[src/rtl/gups_mem_bridge.sv]
// gups read-modify-write handshake to valid/ready memory command + response channel; GUPS_BRIDGE_TIMEOUT_EN adds a response watchdog.
// Latency: cmd valid 2 cycles after req, gups_ready 1 cycle after rsp; cmd held stable while mem_cmd_ready=0, one outstanding.
module gups_mem_bridge #(
  parameter int ADDR_W      = 64,
  parameter int DATA_W      = 64,
  parameter int CNT_W       = 32,
  parameter int TIMEOUT_CYC = 1024
) (
  input  logic              clk,
  input  logic              reset,
  input  logic              gups_req,
  input  logic              gups_write,
  input  logic [ADDR_W-1:0] gups_addr,
  input  logic [DATA_W-1:0] gups_dout,
  output logic              gups_ready,
  output logic [DATA_W-1:0] gups_data_in,
  output logic              mem_cmd_valid,
  input  logic              mem_cmd_ready,
  output logic              mem_cmd_we,
  output logic [ADDR_W-1:0] mem_cmd_addr,
  output logic [DATA_W-1:0] mem_cmd_wdata,
  input  logic              mem_rsp_valid,
  input  logic [DATA_W-1:0] mem_rsp_data,
  output logic [CNT_W-1:0]  update_count,
  output logic [2:0]        err_flags
);

  typedef enum logic [2:0] {
    IDLE, RD_CMD, RD_WAIT, WR_HOLD, WR_CMD, WR_WAIT, RELEASE
  } state_t;

  state_t            state;
  logic [ADDR_W-1:0] addr_q;
  logic [DATA_W-1:0] dout_q;
  logic              aborted;
  logic [1:0]        err_q;
  logic              err_to;
  logic              in_wait;
  logic              timeout;

  assign in_wait   = (state == RD_WAIT) || (state == WR_WAIT);
  assign err_flags = {err_to, err_q};

`ifdef GUPS_BRIDGE_TIMEOUT_EN
  localparam int WD_W = $clog2(TIMEOUT_CYC + 1);
  logic [WD_W-1:0] wd_cnt;

  // Fires on the TIMEOUT_CYC-th cycle spent waiting; a real response always wins.
  assign timeout = in_wait && !mem_rsp_valid && (wd_cnt == WD_W'(TIMEOUT_CYC - 1));

  always_ff @(posedge clk) begin
    if (!reset) begin
      wd_cnt <= '0;
      err_to <= 1'b0;
    end else begin
      if (timeout)
        err_to <= 1'b1;
      if (in_wait && !mem_rsp_valid && !timeout)
        wd_cnt <= wd_cnt + 1'b1;
      else
        wd_cnt <= '0;
    end
  end
`else
  assign timeout = 1'b0;
  assign err_to  = 1'b0;
`endif

  always_ff @(posedge clk) begin
    if (!reset) begin
      state         <= IDLE;
      addr_q        <= '0;
      dout_q        <= '0;
      aborted       <= 1'b0;
      err_q         <= '0;
      gups_ready    <= 1'b0;
      gups_data_in  <= '0;
      mem_cmd_valid <= 1'b0;
      mem_cmd_we    <= 1'b0;
      mem_cmd_addr  <= '0;
      mem_cmd_wdata <= '0;
      update_count  <= '0;
    end else begin
      gups_ready <= 1'b0;
      if (mem_rsp_valid && !in_wait)
        err_q[0] <= 1'b1;
      // Any dip of req after the read is latched abandons the update.
      if (!gups_req)
        aborted <= 1'b1;

      case (state)
        IDLE: begin
          if (gups_req && !gups_write) begin
            addr_q  <= gups_addr;
            aborted <= 1'b0;
            state   <= RD_CMD;
          end
        end
        RD_CMD: begin
          if (!mem_cmd_valid) begin
            if (!gups_req) begin
              state <= IDLE;
            end else begin
              mem_cmd_valid <= 1'b1;
              mem_cmd_we    <= 1'b0;
              mem_cmd_addr  <= addr_q;
            end
          end else if (mem_cmd_ready) begin
            mem_cmd_valid <= 1'b0;
            state         <= RD_WAIT;
          end
        end
        RD_WAIT: begin
          if (mem_rsp_valid || timeout) begin
            if (aborted || !gups_req) begin
              state <= IDLE;
            end else begin
              gups_data_in <= mem_rsp_valid ? mem_rsp_data : '0;
              gups_ready   <= 1'b1;
              state        <= WR_HOLD;
            end
          end
        end
        WR_HOLD: begin
          if (!gups_req) begin
            state <= IDLE;
          end else if (gups_write) begin
            dout_q <= gups_dout;
            if (gups_addr != addr_q)
              err_q[1] <= 1'b1;
            state <= WR_CMD;
          end
        end
        WR_CMD: begin
          if (!mem_cmd_valid) begin
            if (!gups_req) begin
              state <= IDLE;
            end else begin
              mem_cmd_valid <= 1'b1;
              mem_cmd_we    <= 1'b1;
              mem_cmd_addr  <= addr_q;
              mem_cmd_wdata <= dout_q;
            end
          end else if (mem_cmd_ready) begin
            mem_cmd_valid <= 1'b0;
            state         <= WR_WAIT;
          end
        end
        WR_WAIT: begin
          if (mem_rsp_valid || timeout) begin
            if (aborted || !gups_req) begin
              state <= IDLE;
            end else begin
              gups_ready <= 1'b1;
              if (mem_rsp_valid)
                update_count <= update_count + 1'b1;
              state <= RELEASE;
            end
          end
        end
        RELEASE: begin
          if (!gups_req)
            state <= IDLE;
        end
        default: state <= IDLE;
      endcase
    end
  end

endmodule

[config.mk]
export PLATFORM = sky130hd
export DESIGN_NAME = gups_mem_bridge
export DESIGN_NICKNAME = d
export VERILOG_FILES = /design/src/rtl/gups_mem_bridge.sv
export SDC_FILE = /design/constraint.sdc
export NUM_CORES = 1
export LEC_CHECK = 0
export ABC_CLOCK_PERIOD_IN_PS = 1990
export CORE_ASPECT_RATIO = 1.25
export CORE_MARGIN = 2
export CORE_UTILIZATION = 35
export DETAILED_ROUTE_END_ITERATION = 6
export HOLD_SLACK_MARGIN = 0.1
export SKIP_LAST_GASP = 1
export SLEW_MARGIN = 5
export SYNTH_ARGS = -nofsm -noshare
export SYNTH_HDL_FRONTEND = slang
export SYNTH_SLANG_ARGS = --single-unit
export TNS_END_PERCENT = 50
[constraint.sdc]
create_clock -name clk -period 1.99 [get_ports clk]
set_input_delay 0.398 -clock clk [delete_from_list [all_inputs] [get_ports clk]]
set_output_delay 0.398 -clock clk [all_outputs]
set_load 0.02 [all_outputs]
==> PnR_summary.wiki <==
{| class="wikitable"
! Metric !! Value
|-
| Status || completed
|-
| Setup repair bufs after CTS || 0
|-
| Buffers from clock root to sink, at most || 3
|-
| HPWL reported at the end of detailed placement || 31.3 mm
|-
| Vertical die dimension || 232 microns
|-
| Number of enable flip-flop cells after synthesis || 0
|-
| Final worst-path cycle share || 0.994
|-
| Final Setup Violations || 0
|-
| Main flop type after synthesis || dfxtp_1
|-
| Maxcap violations || 0
|-
| I/O pin total || about 430
|-
| Most common cell after layout, fill and taps aside || nand2_1
|-
| Worst slew pin tran || around 640 ps
|-
| Setup repair after global routing missed its margin || yes
|-
| Fraction of final layout cells sized beyond drive strength 1 || 0.0658
|-
| Layout overhead on the synthesized area || 44.6%
|-
| Buffer and inverter count on the worst path || 1
|-
| Remaining global-route overflow || 0
|-
| Post-Route Utilization || 0.513
|-
| Via density per instance || 4.71
|-
| WL met3 || 2.50 mm
|-
| Met1 routed wirelength after detailed routing || 18.5 mm
|-
| Proportion of synthesized chip area in sequential cells || 0.497
|-
| Pwr Total || between 15 and 20 mW
|-
| HP Class || input pin to flip-flop
|-
| Wire length of the first global-routing pass || 69.4 mm
|-
| Share of the synthesized area in the top cell type || 0.497
|-
| Post-layout nets || 2330
|-
| Die ar. || 0.0432 sq mm
|-
| Average instance area after synthesis || between 8 and 9 sq um
|-
| Fraction of registers with async set/reset || 0
|-
| Clk root buf || clkbuf_16
|-
| Placed inst area || 0.0197 sq mm
|-
| Residual antenna-violating net count after detailed routing || 0
|-
| Critical-path top delay cell || clkdlybuf4s50_1
|-
| Initial antenna violation count || 5
|-
| Synth area leader || dfxtp_1
|-
| Number of global-route vias before repair || 12300
|-
| Number of standard cells after synthesis || 1721
|-
| Max Clock Skew || 15.9 ps
|-
| Die width || between 150 and 200 microns
|-
| Min cycle time layout || between 1500 and 2000 ps
|-
| Peak clock frequency supported by timing || 0.505 GHz
|-
| Clock latency reported for the late side of the worst-skew pair || 540 ps
|-
| Port Buffers || 426
|-
| Required arrival time at the worst endpoint || 1590 ps
|-
| Vias after detailed routing || 12800
|-
| Clock tree from TritonCTS || done
|-
| Detailed-router iteration count before antenna repair || 5
|-
| Clock Sink Count || 361
|-
| Peak fanout along the critical path || 5
|-
| Leakage power total || 7.73 nW
|-
| Area of all placed cells without fillers || 0.0210 sq mm
|-
| Relative slew margins || 0.571
|-
| Hold violation total from the final report || 0
|-
| Cell Area, Synth || about 0.015 sq mm
|-
| Hold Slack || 346 ps
|-
| Synth Warn # || 0
|-
| Critical path's top delay family || buffers and inverters
|-
| Global-route usage over all layers || 0.201
|-
| Initial standard-cell utilization of the core || 0.355
|-
| Iteration-0 DRC count of the detailed router || ~620
|-
| Clock buffers created by TritonCTS || 40
|-
| Clock-pin slew reported for the worst setup and hold paths after clock tree synthesis || around 60 ps
|-
| Max-slew violations || 0
|-
| Category of the critical setup timing path || flip-flop to output port
|-
| Total of flip-flops plus latches after synthesis || 361
|-
| Most used cells in the layout excluding fill and tap cells || nand2_1, clkdlybuf4s50_1, dfxtp_1, a21boi_1, xor2_1
|-
| Post-Place Setup Slack || -258 ps
|-
| Ordered cell list for the critical path || clkdlybuf4s50_1
|-
| Maximum number of pins on one net before global-route repair || 84
|-
| Hold buffer count at CTS || 0
|-
| Largest stage delay on the critical path || 640 ps
|-
| Critical path launch point type || flip-flop
|-
| Setup crit end kind || output port
|-
| Met2 layer wire length in the routed design || 22.3 mm
|-
| Routed Wire Length || 44.9 mm
|-
| Power density normalized to cell area || 851 mW/mm^2
|-
| Data arrival, critical path || 1580 ps
|-
| Worst VDD drop || about 620 uV
|-
| Cell types occupying the most area after synthesis || dfxtp_1, nand2_1, a21boi_1
|-
| Routed wire length per instance || 16.5 microns
|-
| Number of distinct library cells after synthesis || 43
|-
| Final weighted congestion in routability-driven placement || 0.815
|-
| Top Layer Used || met4
|-
| Synthesized Nets || ~1900
|-
| Worst Slack Setup Final || 11.2 ps
|-
| Area of the core region || 0.0410 sq mm
|-
| Placement Rows || 83
|-
| Depth of the CTS H-tree || 2
|-
| Drt drc || 0
|}
cell families after synthesis:
group | Yosys count | share of synthesized area
AOI/OAI and AO/OA | 350 | 0.178
other | 1 | 0.000258
adders and majority gates | 1 | 0.000860
xor gates and xnor gates | 83 | 0.0500
muxes | 10 | 0.00688
buffers and inverters | 121 | 0.0353
DFF | 361 | 0.497
and+or+nand+nor | 794 | 0.232
synth_stat cells (2+ instances only):
cell type	number
mux2i_1	10
nor4_4	2
dfxtp_1	361
a21boi_1	289
buf_4	2
nand2_1	663
xnor2_1	21
nor4_1	18
nor3_1	9
o21ai_1	3
nand3_2	3
and2_1	25
nand4_1	13
and3_1	4
inv_1	6
a21oi_1	8
nor4_2	3
nand2b_1	13
nand3_1	13
nor3_2	3
nor2b_1	5
nor3b_1	2
a21boi_0	37
o21ai_0	6
or3_1	5
xor2_1	62
and4_1	3
clkbuf_1	72
nor2_1	6
buf_2	41
per-layer routing:
| layer | vias to the layer above | track usage |
|---|---|---|
| li1 | 6425 | - |
| met1 | 5971 | 0.237 |
| met2 | 324 | 0.355 |
| met3 | 78 | 0.0447 |
| met4 | 0 | 0.0785 |
| met5 | - | 0 |
sequential cells by signal, indices dropped and copies added (netlist names):
name and cells:
addr_q 64, dout_q 64, gups_data_in 64, mem_cmd_addr 64
mem_cmd_wdata 64, update_count 32, state 3, err_q 2
aborted 1, gups_ready 1, mem_cmd_valid 1, mem_cmd_we 1
final timing paths:
check / cells past startpoint / slack [ps] / startpoint / endpoint
setup / recovery: 1 / 10 / update_count[16] / update_count[16]
hold reg to reg: 2 / 440 / dout_q[57] / mem_cmd_wdata[57]
hold / removal: 3 / 350 / reset / gups_ready
setup reg to reg: 5 / 210 / addr_q[57] / err_q[1]
through the flow:
step,cells,TNS (ps)
6_report,2715,0
5_1_grt,2715,-183
4_1_cts,2711,-178
3_5_place_dp,2641,-21740
3_3_place_gp,2641,-20030
2_1_floorplan,1721,0
layout make-up:
type / instances / area, sq um
Antenna cell: 4 / 10.0
Clock buffer: 58 / 1190
Clock inverter: 12 / 138
Fill cell: 3872 / 20000
Inverter: 6 / 22.5
Multi-Input combinational cell: 1239 / 6840
Sequential cell: 361 / 7230
Tap cell: 552 / 691
Timing Repair Buffer: 483 / 4930
report_power, final:
part	leakage, nW	internal, mW	switching [mW]
clock network	0.659	4.52	2.96
registers	2.91	7.52	0.239
logic	4.16	1.24	1.42
timing repair:
item | 4_1_cts | 5_1_grt
cloned | 0 | 0
setup endpoints to repair | 29 | 19
gates resized for setup | 14 | 9
Note: power is estimated with default switching activity, not from simulation.
